===== src/rtl/ysyx_23060096_pkg.sv =====
// ysyx_23060096_pkg: MemOP encodings, access sizes and LSU FSM states.
// Shared by the LSU and its align sub-module; no ports.
package ysyx_23060096_pkg;

    localparam logic [2:0] OP_B  = 3'b000;
    localparam logic [2:0] OP_H  = 3'b001;
    localparam logic [2:0] OP_W  = 3'b010;
    localparam logic [2:0] OP_BU = 3'b100;
    localparam logic [2:0] OP_HU = 3'b101;

    typedef enum logic [1:0] {
        SZ_B,
        SZ_H,
        SZ_W
    } sz_e;

    typedef enum logic [1:0] {
        IDLE,
        REQ,
        RESP,
        DONE
    } lsu_st_e;

    // Reserved codes (011, 110, 111) fall through to word.
    function automatic sz_e op_size(input logic [2:0] op);
        case (op)
            OP_B, OP_BU: op_size = SZ_B;
            OP_H, OP_HU: op_size = SZ_H;
            default:     op_size = SZ_W;
        endcase
    endfunction

endpackage


===== src/rtl/ysyx_23060096_lsu_align.sv =====
// ysyx_23060096_lsu_align: store mask/replication and load extension.
// in: wr, op, off, wdata, mem_rdata; out: wmask, mem_wdata, ld_data.
// Macro YSYX_23060096_LSU_MISALIGN_EN: keep the raw offset; otherwise
// the offset is forced to {off[1],0} for halfwords and 0 for words.
module ysyx_23060096_lsu_align (
    input  logic        wr,
    input  logic [2:0]  op,
    input  logic [1:0]  off,
    input  logic [31:0] wdata,
    input  logic [31:0] mem_rdata,
    output logic [3:0]  wmask,
    output logic [31:0] mem_wdata,
    output logic [31:0] ld_data
);
    import ysyx_23060096_pkg::*;

    sz_e         sz;
    logic        is_b;
    logic        is_h;
    logic        sext;
    logic [1:0]  eoff;
    logic [31:0] sh;

    assign sz   = op_size(op);
    assign is_b = (sz == SZ_B);
    assign is_h = (sz == SZ_H);
    assign sext = ~op[2];

`ifdef YSYX_23060096_LSU_MISALIGN_EN
    assign eoff = off;
`else
    always_comb begin
        eoff = off;
        if (is_h) begin
            eoff = {off[1], 1'b0};
        end else if (!is_b) begin
            eoff = 2'b00;
        end
    end
`endif

    assign sh = mem_rdata >> {eoff, 3'b000};

    always_comb begin
        wmask     = 4'b1111;
        mem_wdata = wdata;
        ld_data   = sh;
        unique case (1'b1)
            is_b: begin
                wmask     = 4'b0001 << eoff;
                mem_wdata = {4{wdata[7:0]}};
                ld_data   = {{24{sh[7] & sext}}, sh[7:0]};
            end
            is_h: begin
                wmask     = 4'b0011 << eoff;
                mem_wdata = {2{wdata[15:0]}};
                ld_data   = {{16{sh[15] & sext}}, sh[15:0]};
            end
            default: begin
                wmask     = 4'b1111;
                mem_wdata = wdata;
                ld_data   = sh;
            end
        endcase
        if (!wr) begin
            wmask = 4'b0000;
        end
    end

endmodule


===== src/rtl/ysyx_23060096_lsu.sv =====
// ysyx_23060096_lsu: single-outstanding load/store unit, IDLE/REQ/RESP/DONE.
// Core side: req_valid/req_ready, MemWr, MemOP, addr, wdata -> resp_valid,
// rdata, err. Memory side: mem_valid/mem_ready, mem_wen, mem_addr,
// mem_wdata, mem_wmask; mem_rvalid/mem_rdata back.
// Macro YSYX_23060096_LSU_MISALIGN_EN: misaligned h/w skip memory, err=1.
module ysyx_23060096_lsu #(
    parameter int ADDR_W = 32
) (
    input  logic              clk,
    input  logic              rst_n,
    input  logic              req_valid,
    output logic              req_ready,
    input  logic              MemWr,
    input  logic [2:0]        MemOP,
    input  logic [ADDR_W-1:0] addr,
    input  logic [31:0]       wdata,
    output logic              resp_valid,
    output logic [31:0]       rdata,
    output logic              err,
    output logic              mem_valid,
    input  logic              mem_ready,
    output logic              mem_wen,
    output logic [ADDR_W-1:0] mem_addr,
    output logic [31:0]       mem_wdata,
    output logic [3:0]        mem_wmask,
    input  logic              mem_rvalid,
    input  logic [31:0]       mem_rdata
);
    import ysyx_23060096_pkg::*;

    lsu_st_e           st_q;
    lsu_st_e           st_d;
    logic              wr_q;
    logic [2:0]        op_q;
    logic [ADDR_W-1:0] addr_q;
    logic [31:0]       wdata_q;
    logic [31:0]       rdata_q;
    logic              err_q;
    logic [31:0]       ld_data;
    logic              acc;
    logic              mis;

`ifdef YSYX_23060096_LSU_MISALIGN_EN
    sz_e sz_in;
    assign sz_in = op_size(MemOP);
    assign mis   = ((sz_in == SZ_H) && addr[0])
                 || ((sz_in == SZ_W) && (addr[1:0] != 2'b00));
`else
    assign mis = 1'b0;
`endif

    assign acc = req_valid && (st_q == IDLE);

    always_ff @(posedge clk or negedge rst_n) begin
        if (!rst_n) begin
            st_q <= IDLE;
        end else begin
            st_q <= st_d;
        end
    end

    always_comb begin
        st_d       = st_q;
        req_ready  = 1'b0;
        mem_valid  = 1'b0;
        resp_valid = 1'b0;
        unique case (st_q)
            IDLE: begin
                req_ready = 1'b1;
                if (req_valid) begin
                    st_d = mis ? DONE : REQ;
                end
            end
            REQ: begin
                mem_valid = 1'b1;
                if (mem_ready) begin
                    st_d = RESP;
                end
            end
            RESP: begin
                if (mem_rvalid) begin
                    st_d = DONE;
                end
            end
            DONE: begin
                resp_valid = 1'b1;
                st_d       = IDLE;
            end
            default: st_d = IDLE;
        endcase
    end

    always_ff @(posedge clk or negedge rst_n) begin
        if (!rst_n) begin
            wr_q    <= 1'b0;
            op_q    <= 3'b000;
            addr_q  <= '0;
            wdata_q <= 32'h0;
            rdata_q <= 32'h0;
            err_q   <= 1'b0;
        end else begin
            if (acc) begin
                wr_q    <= MemWr;
                op_q    <= MemOP;
                addr_q  <= addr;
                wdata_q <= wdata;
                err_q   <= mis;
                if (mis) begin
                    rdata_q <= 32'h0;
                end
            end
            if ((st_q == RESP) && mem_rvalid) begin
                rdata_q <= wr_q ? 32'h0 : ld_data;
            end
        end
    end

    ysyx_23060096_lsu_align u_align (
        .wr        (wr_q),
        .op        (op_q),
        .off       (addr_q[1:0]),
        .wdata     (wdata_q),
        .mem_rdata (mem_rdata),
        .wmask     (mem_wmask),
        .mem_wdata (mem_wdata),
        .ld_data   (ld_data)
    );

    assign mem_wen  = wr_q;
    assign mem_addr = {addr_q[ADDR_W-1:2], 2'b00};
    assign rdata    = rdata_q;
    assign err      = err_q;

endmodule


===== config.mk =====
export PLATFORM = sky130hd
export DESIGN_NAME = ysyx_23060096_lsu
export DESIGN_NICKNAME = d
export VERILOG_FILES = /design/src/rtl/ysyx_23060096_pkg.sv /design/src/rtl/ysyx_23060096_lsu_align.sv /design/src/rtl/ysyx_23060096_lsu.sv
export SDC_FILE = /design/constraint.sdc
export NUM_CORES = 1
export LEC_CHECK = 0
export ABC_CLOCK_PERIOD_IN_PS = 2400
export CAP_MARGIN = 30
export CORE_MARGIN = 3
export CORE_UTILIZATION = 45
export CTS_BUF_LIST = sky130_fd_sc_hd__clkbuf_8
export CTS_CLUSTER_SIZE = 14
export DETAILED_ROUTE_END_ITERATION = 16
export PLACE_DENSITY = 0.81
export SETUP_SLACK_MARGIN = 0.3
export SLEW_MARGIN = 20
export SYNTH_ARGS = -nofsm -noshare
export SYNTH_HDL_FRONTEND = slang
export SYNTH_SLANG_ARGS = --single-unit

===== constraint.sdc =====
create_clock -name clk -period 2.4 [get_ports clk]
set_clock_uncertainty 0.1 [all_clocks]
set_input_delay 0.24 -clock clk [delete_from_list [all_inputs] [get_ports clk]]
set_output_delay 0.24 -clock clk [all_outputs]
set_load 0.01 [all_outputs]

==> results by group <==
Setup path
  • Critical Path RT: between 2000 and 2500 ps
  • Critical path launch point type: flop
  • Worst-case reg-to-reg path depth: 7
  • Critical path's slowest cell: dfrtp_2
  • WS Path Type: reg2out
  • CP Depth: 5
  • CP max FO: 7
  • Critical path cell sequence: nor2_2 -> buf_6 -> buf_4 -> mux2_2 -> dlygate4sd2_1
  • Crit-path leading delay family: buffers and inverters
  • Worst reg-to-reg setup slack: 250 ps
  • Worst path arrival time: roughly 1900 ps
  • CP max stage delay: 430 ps
  • CP endpoint kind: output pin
  • CP bufs+invs: 3

Die
  • IO Pins: 210
  • Die height: around 110 um
  • FP Rows: 38
  • Die width: between 100 and 150 um
  • Starting Density: 0.465
  • Full die area: about 0.013 mm^2
  • Core ar.: 0.0109 mm^2

Global routing
  • GRT Total Usage: 0.214
  • Largest net degree at the start of global routing: 72
  • Initial antenna violation count: 0
  • Vias in the first global route: about 4200
  • First-pass GRT wire length: 21.6 mm
  • Grt ovf: 0

CTS
  • CTS tree: yes
  • Clk_lat worst skew: about 360 ps
  • CTS buffer count: 9
  • Buffer type at the clock tree root: clkbuf_8
  • Max Root-Sink Buffers: 2
  • Clock transition at path regs: 90 ps
  • H-Tree Depth: 3
  • Num Clock Sinks: 102

Routing
  • WL final: roughly 13 mm
  • Via count: about 3900
  • Vias/cell: 5.24
  • Wire length per cell: 17.6 um
  • Detailed Route Iter0 Violations: about 130
  • Remaining antenna violation count: 0
  • Residual DRC: 0
  • First-pass iteration count of the detailed router: 4

Power
  • Combinational share of power: 0.573
  • Clock group share of total power: 0.102
  • Sequential share of power: 0.325
  • Max VDD drop: ~0.85 mV
  • Net switching power: between 3 and 4 mW
  • Internal: approximately 6.1 mW
  • Leakage: just over 3 nW
  • Sw frac: 0.361
  • Pwr/cell area: ~1300 mW/mm^2

Synthesis
  • Sequential area share after synthesis: 0.502
  • Mean post-synth cell area: ~12 um^2
  • Yosys cell types: 37
  • Synthesized area: 0.00508 mm^2
  • FF+latch count, synth: roughly 100
  • Ys Warns: 0
  • Post-Synthesis Cells: around 430

Min path
  • Min-Delay Path Class: in2async

Layout
  • Layout area overhead: 43.1%
  • Diodes inserted: 0
  • Layout Utilization: 0.665
  • Nets: ~710
  • Layout cells sized above 1: 0.247

Place
  • Buffers on Ports: about 200
  • Detailed placement HPWL: roughly 9.8 mm
  • Final RePlAce weighted congestion: approximately 0.86

Timing
  • Setup TNS: 0 ps
  • Final-report max-slew violation count: 0
  • Period utilisation layout: 0.917
  • Setup-failing EPs final: 0
  • Relative slew slack: 0.643
  • Maximum clock frequency: between 0.4 and 0.5 GHz
  • WHS: roughly 260 ps
  • Setup repair after global routing missed its margin: true
  • Final hold vios: 0
  • Final worst path period need: 2200 ps
  • Worst Tran Pin Value: ~530 ps

Run status
  • Outcome: finished, final reports clean

Flow run
  • Max-cap violations: 0
## power by group through the flow
stage                     clock [mW]  sequential, mW  combinational (mW)
final                          0.975            3.12                5.50
after global routing            1.08            3.25                5.96
after CTS                       1.00            3.12                5.53
after detailed placement           0            3.17                5.60
after global placement             0            3.12                5.49
after floorplan                    0            3.09                3.27
## final cells by class
type | instances | area (um^2)
clock buffers | 11 | 151
clock inverters | 4 | 16.3
fillers | 851 | 3660
inverters | 6 | 22.5
multi-input cells | 257 | 2100
flip-flops and latches | 102 | 2550
well taps | 140 | 175
repair buffers | 228 | 2250
## final timing paths
check | start | to
max | op_q[0] | mem_wdata[13]
max in group asynchronous | rst_n | op_q[1]
min | rst_n | addr_q[29]
max reg2reg | op_q[0] | rdata[20]
min in group clk | addr[29] | addr_q[29]
min reg2reg | rdata[13] | rdata[13]
## cells in the final DEF (no fill, tap or decap), types with 4 or more instances in the layout
master	instances
o21ai_2	10
clkdlybuf4s50_1	185
inv_1	9
mux2i_1	9
a21oi_1	12
mux4_2	7
mux2_2	84
dlygate4sd2_1	19
o21ai_0	42
nor2_1	4
clkbuf_8	11
dfrtp_1	100
buf_4	16
nand2_1	50
a22o_1	8
## layer usage
layer,wire (um),vias up,GRT usage
li1,-,1808,-
met1,5170,1932,0.263
met2,6540,164,0.362
met3,1240,13,0.0690
met4,186,0,0.0641
met5,0,-,0
## kinds of logic after synthesis
| kind of cell | Yosys count | synth area share |
|---|---|---|
| AOI/OAI and AO/OA | 82 | 0.101 |
| adders and majority gates | 4 | 0.00985 |
| DFF | 102 | 0.502 |
| and+or+nand+nor | 67 | 0.0576 |
| buffers and inverters | 74 | 0.0906 |
| other | 1 | 0.000738 |
| muxes | 101 | 0.238 |
## worst register-to-register path: stages (launching register included)
cell and delay (ps):
dfrtp_2 430, buf_4 170, nor2b_4 150, mux2_4 310, a221o_1 340, a211oi_4 250, buf_12 190, o21ai_0 110
## per-stage QoR
| stage | worst slack, ps | power (mW) | instances | cell area (um^2) |
|---|---|---|---|---|
| 2_1_floorplan | 298 | 6.36 | 433 | 5090 |
| 3_3_place_gp | 334 | 8.61 | 728 | 7050 |
| 3_5_place_dp | 265 | 8.77 | 728 | 7050 |
| 4_1_cts | 169 | 9.66 | 748 | 7250 |
| 5_1_grt | 108 | 10.3 | 748 | 7270 |
| 6_report | 198 | 9.60 | 748 | 7270 |
## sequential cells by signal, indices dropped and copies added, names as in the netlist
| signal | flops |
|---|---|
| st_q | 2 |
| addr_q | 32 |
| mem_wen | 1 |
| op_q | 3 |
| rdata | 32 |
| wdata_q | 32 |
## synthesized netlist by cell type, drive strengths merged
master,instances,share of area
mux2i,9,0.018
ha,4,0.0099
a211oi,1,0.0039
buf,53,0.075
a22oi,1,0.0015
mux4,7,0.031
nand2,51,0.038
mux2,85,0.19
nand2b,1,0.0012
a221o,1,0.0020
a2bb2oi,1,0.0017
a222oi,1,0.0020
and3,1,0.0012
nor3,2,0.0030
a21oi,14,0.014
a21boi,1,0.0015
o22ai,1,0.0012
dfrtp,102,0.50
clkbuf,15,0.011
nor2,5,0.0037
and2,1,0.0012
nand3b,1,0.0015
nor2b,2,0.0039
a22o,8,0.014
o21ai,53,0.060
or2,1,0.0012
conb,1,0.00074
inv,6,0.0044
nor3b,2,0.0030
## what timing repair did
action	4_1_cts	5_1_grt
hold buffers	1	0
endpoints found under the setup margin	28	42
resized for setup	26	10
hold endpoints to repair	31	0
buffers inserted	4	0
gates cloned	0	0
Power figures use the tool's default switching activity.
